[config.mk]
export PLATFORM = sky130hd
export DESIGN_NAME = lcv_limb_adc_seq
export DESIGN_NICKNAME = d
export VERILOG_FILES = /design/src/rtl/lcv_limb_pkg.sv /design/src/rtl/LcvAdcDel1.sv /design/src/rtl/lcv_limb_adc_seq.sv
export SDC_FILE = /design/constraint.sdc
export NUM_CORES = 1
export LEC_CHECK = 0
export BUFFER_PORTS_ARGS = -buffer_cell sky130_fd_sc_hd__buf_2
export CAP_MARGIN = 20
export CELL_PAD_IN_SITES_DETAIL_PLACEMENT = 1
export CELL_PAD_IN_SITES_GLOBAL_PLACEMENT = 2
export CORE_MARGIN = 5
export CORE_UTILIZATION = 39
export CTS_CLUSTER_DIAMETER = 200
export DETAILED_ROUTE_END_ITERATION = 8
export PLACE_DENSITY_LB_ADDON = 0.3
export SYNTH_ARGS = -nofsm -noshare
export SYNTH_HDL_FRONTEND = slang
export SYNTH_SLANG_ARGS = --single-unit
[constraint.sdc]
create_clock -name clk -period 15.19 [get_ports clk]
set_clock_uncertainty 0.2 [all_clocks]
set_input_delay 0.7595 -clock clk [delete_from_list [all_inputs] [get_ports clk]]
set_output_delay 0.7595 -clock clk [all_outputs]
set_load 0.005 [all_outputs]
[src/rtl/lcv_limb_pkg.sv]
// Shared types and helpers for the limb-serial add/subtract sequencer.
package lcv_limb_pkg;

   typedef enum logic [1:0] {IDLE, RUN, DRAIN, DONE} state_t;

   // Limb index width; the limb count is always at least two, so this is never zero.
   function automatic int idx_width(input int num_limbs);
      return $clog2(num_limbs);
   endfunction

   // Two's-complement overflow of a + b': operands agree in sign, result does not.
   function automatic logic signed_ovf(input logic a_msb, input logic b_msb, input logic s_msb);
      return (a_msb == b_msb) && (s_msb != a_msb);
   endfunction

endpackage

[src/rtl/LcvAdcDel1.sv]
// One-limb adder with carry in and a registered {carry, sum} output (one cycle of latency).
module LcvAdcDel1 #(
   parameter int WIDTH = 32
) (
   input  logic             clk,
   input  logic [WIDTH-1:0] a,
   input  logic [WIDTH-1:0] b,
   input  logic             cin,
   output logic [WIDTH:0]   res
);

   logic [WIDTH:0] res_d;
   logic [WIDTH:0] res_q;

   always_comb begin
      res_d = {1'b0, a} + {1'b0, b} + {{WIDTH{1'b0}}, cin};
   end

   // NOTE: pure datapath register with no reset; the sequencer never reads it before writing it.
   always_ff @(posedge clk) begin
      res_q <= res_d;
   end

   assign res = res_q;

endmodule

[src/rtl/lcv_limb_adc_seq.sv]
// Wide add/subtract performed one limb per cycle through a single registered limb adder,
// chaining the carry from each limb result into the next limb issue.
module lcv_limb_adc_seq
   import lcv_limb_pkg::*;
#(
   parameter int WIDTH     = 32,
   parameter int NUM_LIMBS = 4
) (
   input  logic                       clk,
   input  logic                       rst,
   input  logic                       inp_valid,
   output logic                       inp_ready,
   input  logic [NUM_LIMBS*WIDTH-1:0] inp_a,
   input  logic [NUM_LIMBS*WIDTH-1:0] inp_b,
   input  logic                       inp_sub,
   input  logic                       inp_carry,
   output logic                       outp_valid,
   input  logic                       outp_ready,
   output logic [NUM_LIMBS*WIDTH-1:0] outp_sum,
   output logic                       outp_carry,
   output logic                       outp_ovf
);

   localparam int BW    = NUM_LIMBS * WIDTH;
   localparam int IDX_W = idx_width(NUM_LIMBS);
   localparam logic [IDX_W-1:0] LAST_IDX = IDX_W'(NUM_LIMBS - 1);

   state_t           state_q, state_d;
   logic [IDX_W-1:0] idx_q, idx_d;
   logic [IDX_W-1:0] idx_prev;
   logic [BW-1:0]    a_q, a_d;
   logic [BW-1:0]    b_q, b_d;
   logic             cin_q, cin_d;
   logic [BW-1:0]    sum_q, sum_d;
   logic             carry_q, carry_d;
   logic             ovf_q, ovf_d;

   logic [WIDTH-1:0] adder_a;
   logic [WIDTH-1:0] adder_b;
   logic             adder_cin;
   logic [WIDTH:0]   adder_res;

   assign idx_prev  = idx_q - 1'b1;
   assign adder_a   = a_q[idx_q*WIDTH +: WIDTH];
   assign adder_b   = b_q[idx_q*WIDTH +: WIDTH];
   // Limb 0 takes the caller's carry, so stale adder contents never leak into a new request.
   assign adder_cin = (idx_q == '0) ? cin_q : adder_res[WIDTH];

   LcvAdcDel1 #(.WIDTH(WIDTH)) u_adc (
      .clk (clk),
      .a   (adder_a),
      .b   (adder_b),
      .cin (adder_cin),
      .res (adder_res)
   );

   // NOTE: every _d gets its hold value first so no path through the case infers a latch.
   always_comb begin
      state_d = state_q;
      idx_d   = idx_q;
      a_d     = a_q;
      b_d     = b_q;
      cin_d   = cin_q;
      sum_d   = sum_q;
      carry_d = carry_q;
      ovf_d   = ovf_q;
      unique case (state_q)
         IDLE: begin
            if (inp_valid) begin
               a_d     = inp_a;
               b_d     = inp_sub ? ~inp_b : inp_b;
               cin_d   = inp_carry;
               sum_d   = '0;
               carry_d = 1'b0;
               ovf_d   = 1'b0;
               idx_d   = '0;
               state_d = RUN;
            end
         end
         RUN: begin
            if (idx_q != '0) sum_d[idx_prev*WIDTH +: WIDTH] = adder_res[WIDTH-1:0];
            if (idx_q == LAST_IDX) state_d = DRAIN;
            else                   idx_d   = idx_q + 1'b1;
         end
         DRAIN: begin
            sum_d[LAST_IDX*WIDTH +: WIDTH] = adder_res[WIDTH-1:0];
            carry_d = adder_res[WIDTH];
            ovf_d   = signed_ovf(a_q[BW-1], b_q[BW-1], adder_res[WIDTH-1]);
            state_d = DONE;
         end
         DONE: begin
            if (outp_ready) state_d = IDLE;
         end
         default: state_d = IDLE;
      endcase
   end

   // NOTE: sequential state uses non-blocking assignments so all flops update off the same edge values.
   always_ff @(posedge clk) begin
      if (rst) begin
         state_q <= IDLE;
         idx_q   <= '0;
         sum_q   <= '0;
         carry_q <= 1'b0;
         ovf_q   <= 1'b0;
      end else begin
         state_q <= state_d;
         idx_q   <= idx_d;
         sum_q   <= sum_d;
         carry_q <= carry_d;
         ovf_q   <= ovf_d;
      end
   end

   // Operand latches are always written at accept before use, so they carry no reset.
   always_ff @(posedge clk) begin
      a_q   <= a_d;
      b_q   <= b_d;
      cin_q <= cin_d;
   end

   assign inp_ready  = (state_q == IDLE) && !rst;
   assign outp_valid = (state_q == DONE);
   assign outp_sum   = sum_q;
   assign outp_carry = carry_q;
   assign outp_ovf   = ovf_q;

endmodule

# Yosys cells after proc, flatten, opt, wreduce, memory -nomap -nowiden
# Index checks and enable logic that the tools add are counted.
[word_totals]
reg_bits = 424
elab_cells = 63
output_inout_bits = 132
in_bits = 262
[op_classes]
add_sub_neg = 5
eq_ne = 11
bitwise = 1
shift = 4
reduce_logical = 15
muxes = 17
[op_table]
columns = ["cell", "n"]
rows = [
  ["128-bit two-way mux", 3],
  ["128-bit by 8-bit indexed part select with 32-bit output", 2],
  ["96-bit case mux with 2 select lines", 1],
  ["128-bit bitwise mux", 1],
  ["128-bit inverter", 1],
  ["32-bit by 34-bit variable shift with 128-bit output, first input constant", 1],
  ["32-bit by 34-bit indexed part select with 128-bit output", 1],
  ["32-bit case mux with 3 select lines", 1],
  ["7-bit negation with 34-bit output", 1],
  ["32-bit by 32-bit adder with 33-bit output", 1],
  ["33-bit by 1-bit adder with 33-bit output", 1],
  ["3-bit AND reduction", 4],
  ["2-bit two-way mux", 5],
  ["2-bit != test, second input constant", 4],
  ["2-bit case mux with 4 select lines", 1],
  ["2-bit equality test, second input constant", 3],
  ["2-bit nonzero test", 3],
  ["2-bit logical NOT", 2],
  ["1-bit case mux with 2 select lines", 2],
  ["2-bit case mux with 2 select lines", 1],
  ["2-bit AND reduction", 2],
  ["3-bit nonzero test", 1],
  ["2-bit by 1-bit adder with 2-bit output, second input constant", 1],
  ["2-bit by 1-bit equality test with 1-bit output, second input constant", 1],
  ["other kinds (7)", 9],
]

# Depth between registers and ports, before layout
[depth]
word_depth = 6
ltp_mapped = 15

# Modules after synthesis
# From an unflattened synthesis, not the netlist that was laid out.
[unflattened]
hier_cells = 1261
area_unflattened_um2 = 17712.0
[modules_own_cells]
columns = ["module", "cells_per_inst", "n_inst", "area_each_um2"]
rows = [
  ["lcv_limb_adc_seq", 984, 1, 15300.9],
  ["LcvAdcDel1", 277, 1, 2411.1],
]

# Worst setup path before layout
# No wires, ideal clock.
[synth_timing]
path_type = "input -> register"
startpoint = "input port inp_valid"
endpoint = "register a_q[0] (enable)"
t_arrival_ns = 6.530
setup_slack_ns = 7.810
cell_stages = 1
t_required_ns = 14.341
path_cell_list = "and2_1"
[synth_between]
elab_chain_cells = 1
[synth_rtl]
columns = ["item", "line", "text"]
rows = [
  ["from (decl)", "lcv_limb_adc_seq.sv:11", "input logic inp_valid,"],
  ["2-bit AND reduction (no line)", "n/a", ""],
  ["to (signal assigned)", "lcv_limb_adc_seq.sv:117", "a_q <= a_d;"],
  ["to (decl)", "lcv_limb_adc_seq.sv:31", "logic [BW-1:0] a_q, a_d;"],
]
# No other way between the ends.
# A chain may end at the register's enable or synchronous reset.

# Worst setup path in the final report
[layout_timing]
startpoint = "register idx_q[0]"
endpoint = "register u_adc.res_q[32] (netlist: u_adc.res[32])"
[layout_between]
elab_chain_cells = 3
[layout_rtl]
columns = ["item", "line", "text"]
rows = [
  ["from (decl)", "lcv_limb_adc_seq.sv:29", "logic [IDX_W-1:0] idx_q, idx_d;"],
  ["from (signal assigned)", "lcv_limb_adc_seq.sv:108", "idx_q <= idx_d;"],
  ["128-bit by 8-bit indexed part select with 32-bit output (tied with other cells)", "lcv_limb_adc_seq.sv:44", "assign adder_a = a_q[idx_q*WIDTH +: WIDTH];"],
  ["32-bit by 32-bit adder with 33-bit output / 1-bit two-way mux (equally long branches)", "LcvAdcDel1.sv:16, lcv_limb_adc_seq.sv:47", ""],
  ["33-bit by 1-bit adder with 33-bit output (*)", "LcvAdcDel1.sv:16", "res_d = {1'b0, a} + {1'b0, b} + {{WIDTH{1'b0}}, cin};"],
  ["via u_adc.res_d[32]", "LcvAdcDel1.sv:12", "logic [WIDTH:0] res_d;"],
  ["to (signal assigned)", "LcvAdcDel1.sv:21", "res_q <= res_d;"],
  ["to (decl)", "LcvAdcDel1.sv:13", "logic [WIDTH:0] res_q;"],
]
# The timed path passes the listed nets; every way through them passes the cells marked *.

==> flow_summary.ini <==
[floorplan]
start_util = 0.394
die_x_um = 227
ios = 394
coreArea_mm2 = 0.0466
die_h_um = 227
dieArea_mm2 = 0.0515
rows = 79

[yosys]
synthCells = 1407
yosysTopAreaCellShare = 0.421
netlist_top_cells_area = edfxtp_1, dfxtp_1, mux4_2
synthMostInstantiatedCell = edfxtp_1
synth_area_mm2 = 0.0183
yosysWarningCount = 0
synth.distinct_cells = 67
avgSynthCellArea_um2 = 13.0
syn_nets = 1711
ys_ff_latch = 424
synth_seq_area_share = 0.603
yosysTopAreaCell = edfxtp_1
synth_edf_count = 257
synth_common_cells = edfxtp_1, dfxtp_1, nor2_1
synth_ff_type = edfxtp_1
async_reset_ff_frac = 0

[pwr]
p_leak_nw = 8.90
peakVddDrop_v = 0.000101
p_per_area_mw_per_mm2 = 195

[sta]
hold_viol = 0
worst_pin_slew_ns = 1.09
fmax_mhz = 212
slew_headroom = 0.275
tns_ns = 0
rsz0062_at_grt = false
min_period_over_period = 0.310
worst_slack_ns = 10.47
drv_slew = 0
finalSetupViolations = 0
period_minus_slack_ns = 4.72

[place]
routabilityCongestion = 0.756
dpl.hpwl_mm = 39.2
io_buffers = 393
pre_cts_ws_ns = 10.36

[drt]
firstDrtPassIters = 5
ant_nets = 0
vias_per_cell = 5.29
drt_iter0_markers = 880
drc = 0
wire_per_inst_um = 22.5
vias = 12800
routed_wl_mm = 54.4

[clocking]
ctsResizeCount = 0
cts_tree = done
clock_path_buffers = 3
clk_pin_slew_ns = 0.06
cts_hold_buf = 0
cts.sinks = 424
numCtsBuffers = 47
postCtsSetupBuffers = 0
cts_max_level = 2
insertion_delay_ns = 0.57
cts_root_buf = clkbuf_16

[hold_path]
hold_path_class = in -> reg

[setup_path]
critical_path_class = reg -> reg
arrival_ns = 5.03
cp_max_fo = 38
cp.required_ns = 15.50
worstSetupStartpointType = register
endpoint_kind = register

[grt]
grt_max_degree = 73
antenna_found_initial = 7
grtUsageTotal = 0.205
grt_first_pass_wirelength_mm = 81.3
grt_pass1_vias = 13500
gr-total-overflow = 0

[job]
cap_violations = 0

[cells_and_area]
layout-drive-gt1-share = 0.311
syn2layout_area_growth_pct = 21.9
final_nets = 2078
fillCellCount = 4924

[status]
outcome = completed
[kinds of logic after synthesis]
group	Yosys count	synth area share
AOI/OAI and AO/OA	319	0.123
xor gates and xnor gates	148	0.0707
adders and majority gates	42	0.0295
and+or+nand+nor	264	0.0606
DFF	424	0.603
muxes	67	0.0802
buffers and inverters	143	0.0330
[metrics by stage]
step | cell area [um^2] | power (mW) | util | hold WS [ns] | std cells
3_5_place_dp | 20900 | 3.30 | 0.448 | 0.284 | 2332
5_1_grt | 22400 | 4.63 | 0.480 | 0.126 | 2420
2_1_floorplan | 18300 | 2.82 | - | 0.269 | 1407
6_report | 22400 | 4.37 | 0.480 | 0.160 | 2421
3_3_place_gp | 20800 | 3.23 | 0.448 | 0.271 | 2331
4_1_cts | 22400 | 4.42 | 0.480 | 0.113 | 2419
[area by class of cell]
class                   count  area (um^2)  area share
repair buffers            412         2140      0.0956
clock inverters            15          110     0.00492
inverters                  49          184     0.00822
clock buffers              72         1380      0.0618
multi-input cells         840         6720       0.300
well taps                 607          759      0.0340
flip-flops and latches    424        11100       0.495
diodes                      2         5.00    0.000224
[layout by cell type (no fill, tap or decap), drive strengths merged, types with 11 or more instances in the layout]
| cell type | n |
|---|---|
| mux4 | 64 |
| edfxtp | 257 |
| a22oi | 131 |
| nand2 | 58 |
| inv | 50 |
| nor2 | 155 |
| dfxtp | 167 |
| ha | 40 |
| a21oi | 30 |
| clkinv | 11 |
| a22o | 32 |
| a21o | 23 |
| xor2 | 139 |
| o21ai | 57 |
| clkbuf | 72 |
| buf | 412 |
[power breakdown]
| part | total [mW] | internal, mW | switching, mW |
|---|---|---|---|
| logic | 1.52 | 0.588 | 0.936 |
| registers | 1.74 | 1.54 | 0.199 |
| clock network | 1.11 | 0.644 | 0.462 |
| total | 4.37 | 2.77 | 1.60 |
[layer usage]
| layer | track usage | share of wire |
|---|---|---|
| met1 | 0.283 | 0.44 |
| met2 | 0.336 | 0.49 |
| met3 | 0.0408 | 0.055 |
| met4 | 0.0503 | 0.019 |
| met5 | 0 | 0.00079 |
[critical path, cell delays in order (launching register included)]
cell      delay, ns
dfxtp_4        0.77
buf_4          0.73
mux4_2         0.35
inv_1          0.05
fa_1           0.44
inv_1          0.09
fa_1           0.20
a21o_2         0.16
nand4_2        0.13
a2111o_1       0.47
a21o_1         0.25
o311a_4        0.42
o21ai_2        0.17
a41o_1         0.19
[state kept, by name (all words and copies together), names as in the netlist]
| signal | cells |
|---|---|
| u_adc.res | 33 |
| a_q | 128 |
| cin_q | 1 |
| idx_q | 2 |
| b_q | 128 |
| outp_sum | 128 |
| state_q | 2 |
| outp_ovf | 1 |
| outp_carry | 1 |
[final timing paths]
path	from	end	slack, ns	cells past startpoint
worst max-delay path	idx_q[0]	u_adc.res[32]	10.47	13
worst min-delay path	inp_a[50]	a_q[50]	0.16	1
worst max register to register	idx_q[0]	u_adc.res[32]	10.47	13
worst min register to register	outp_sum[24]	outp_sum[24]	0.30	2
No activity file was read; power rests on OpenSTA's default activity.
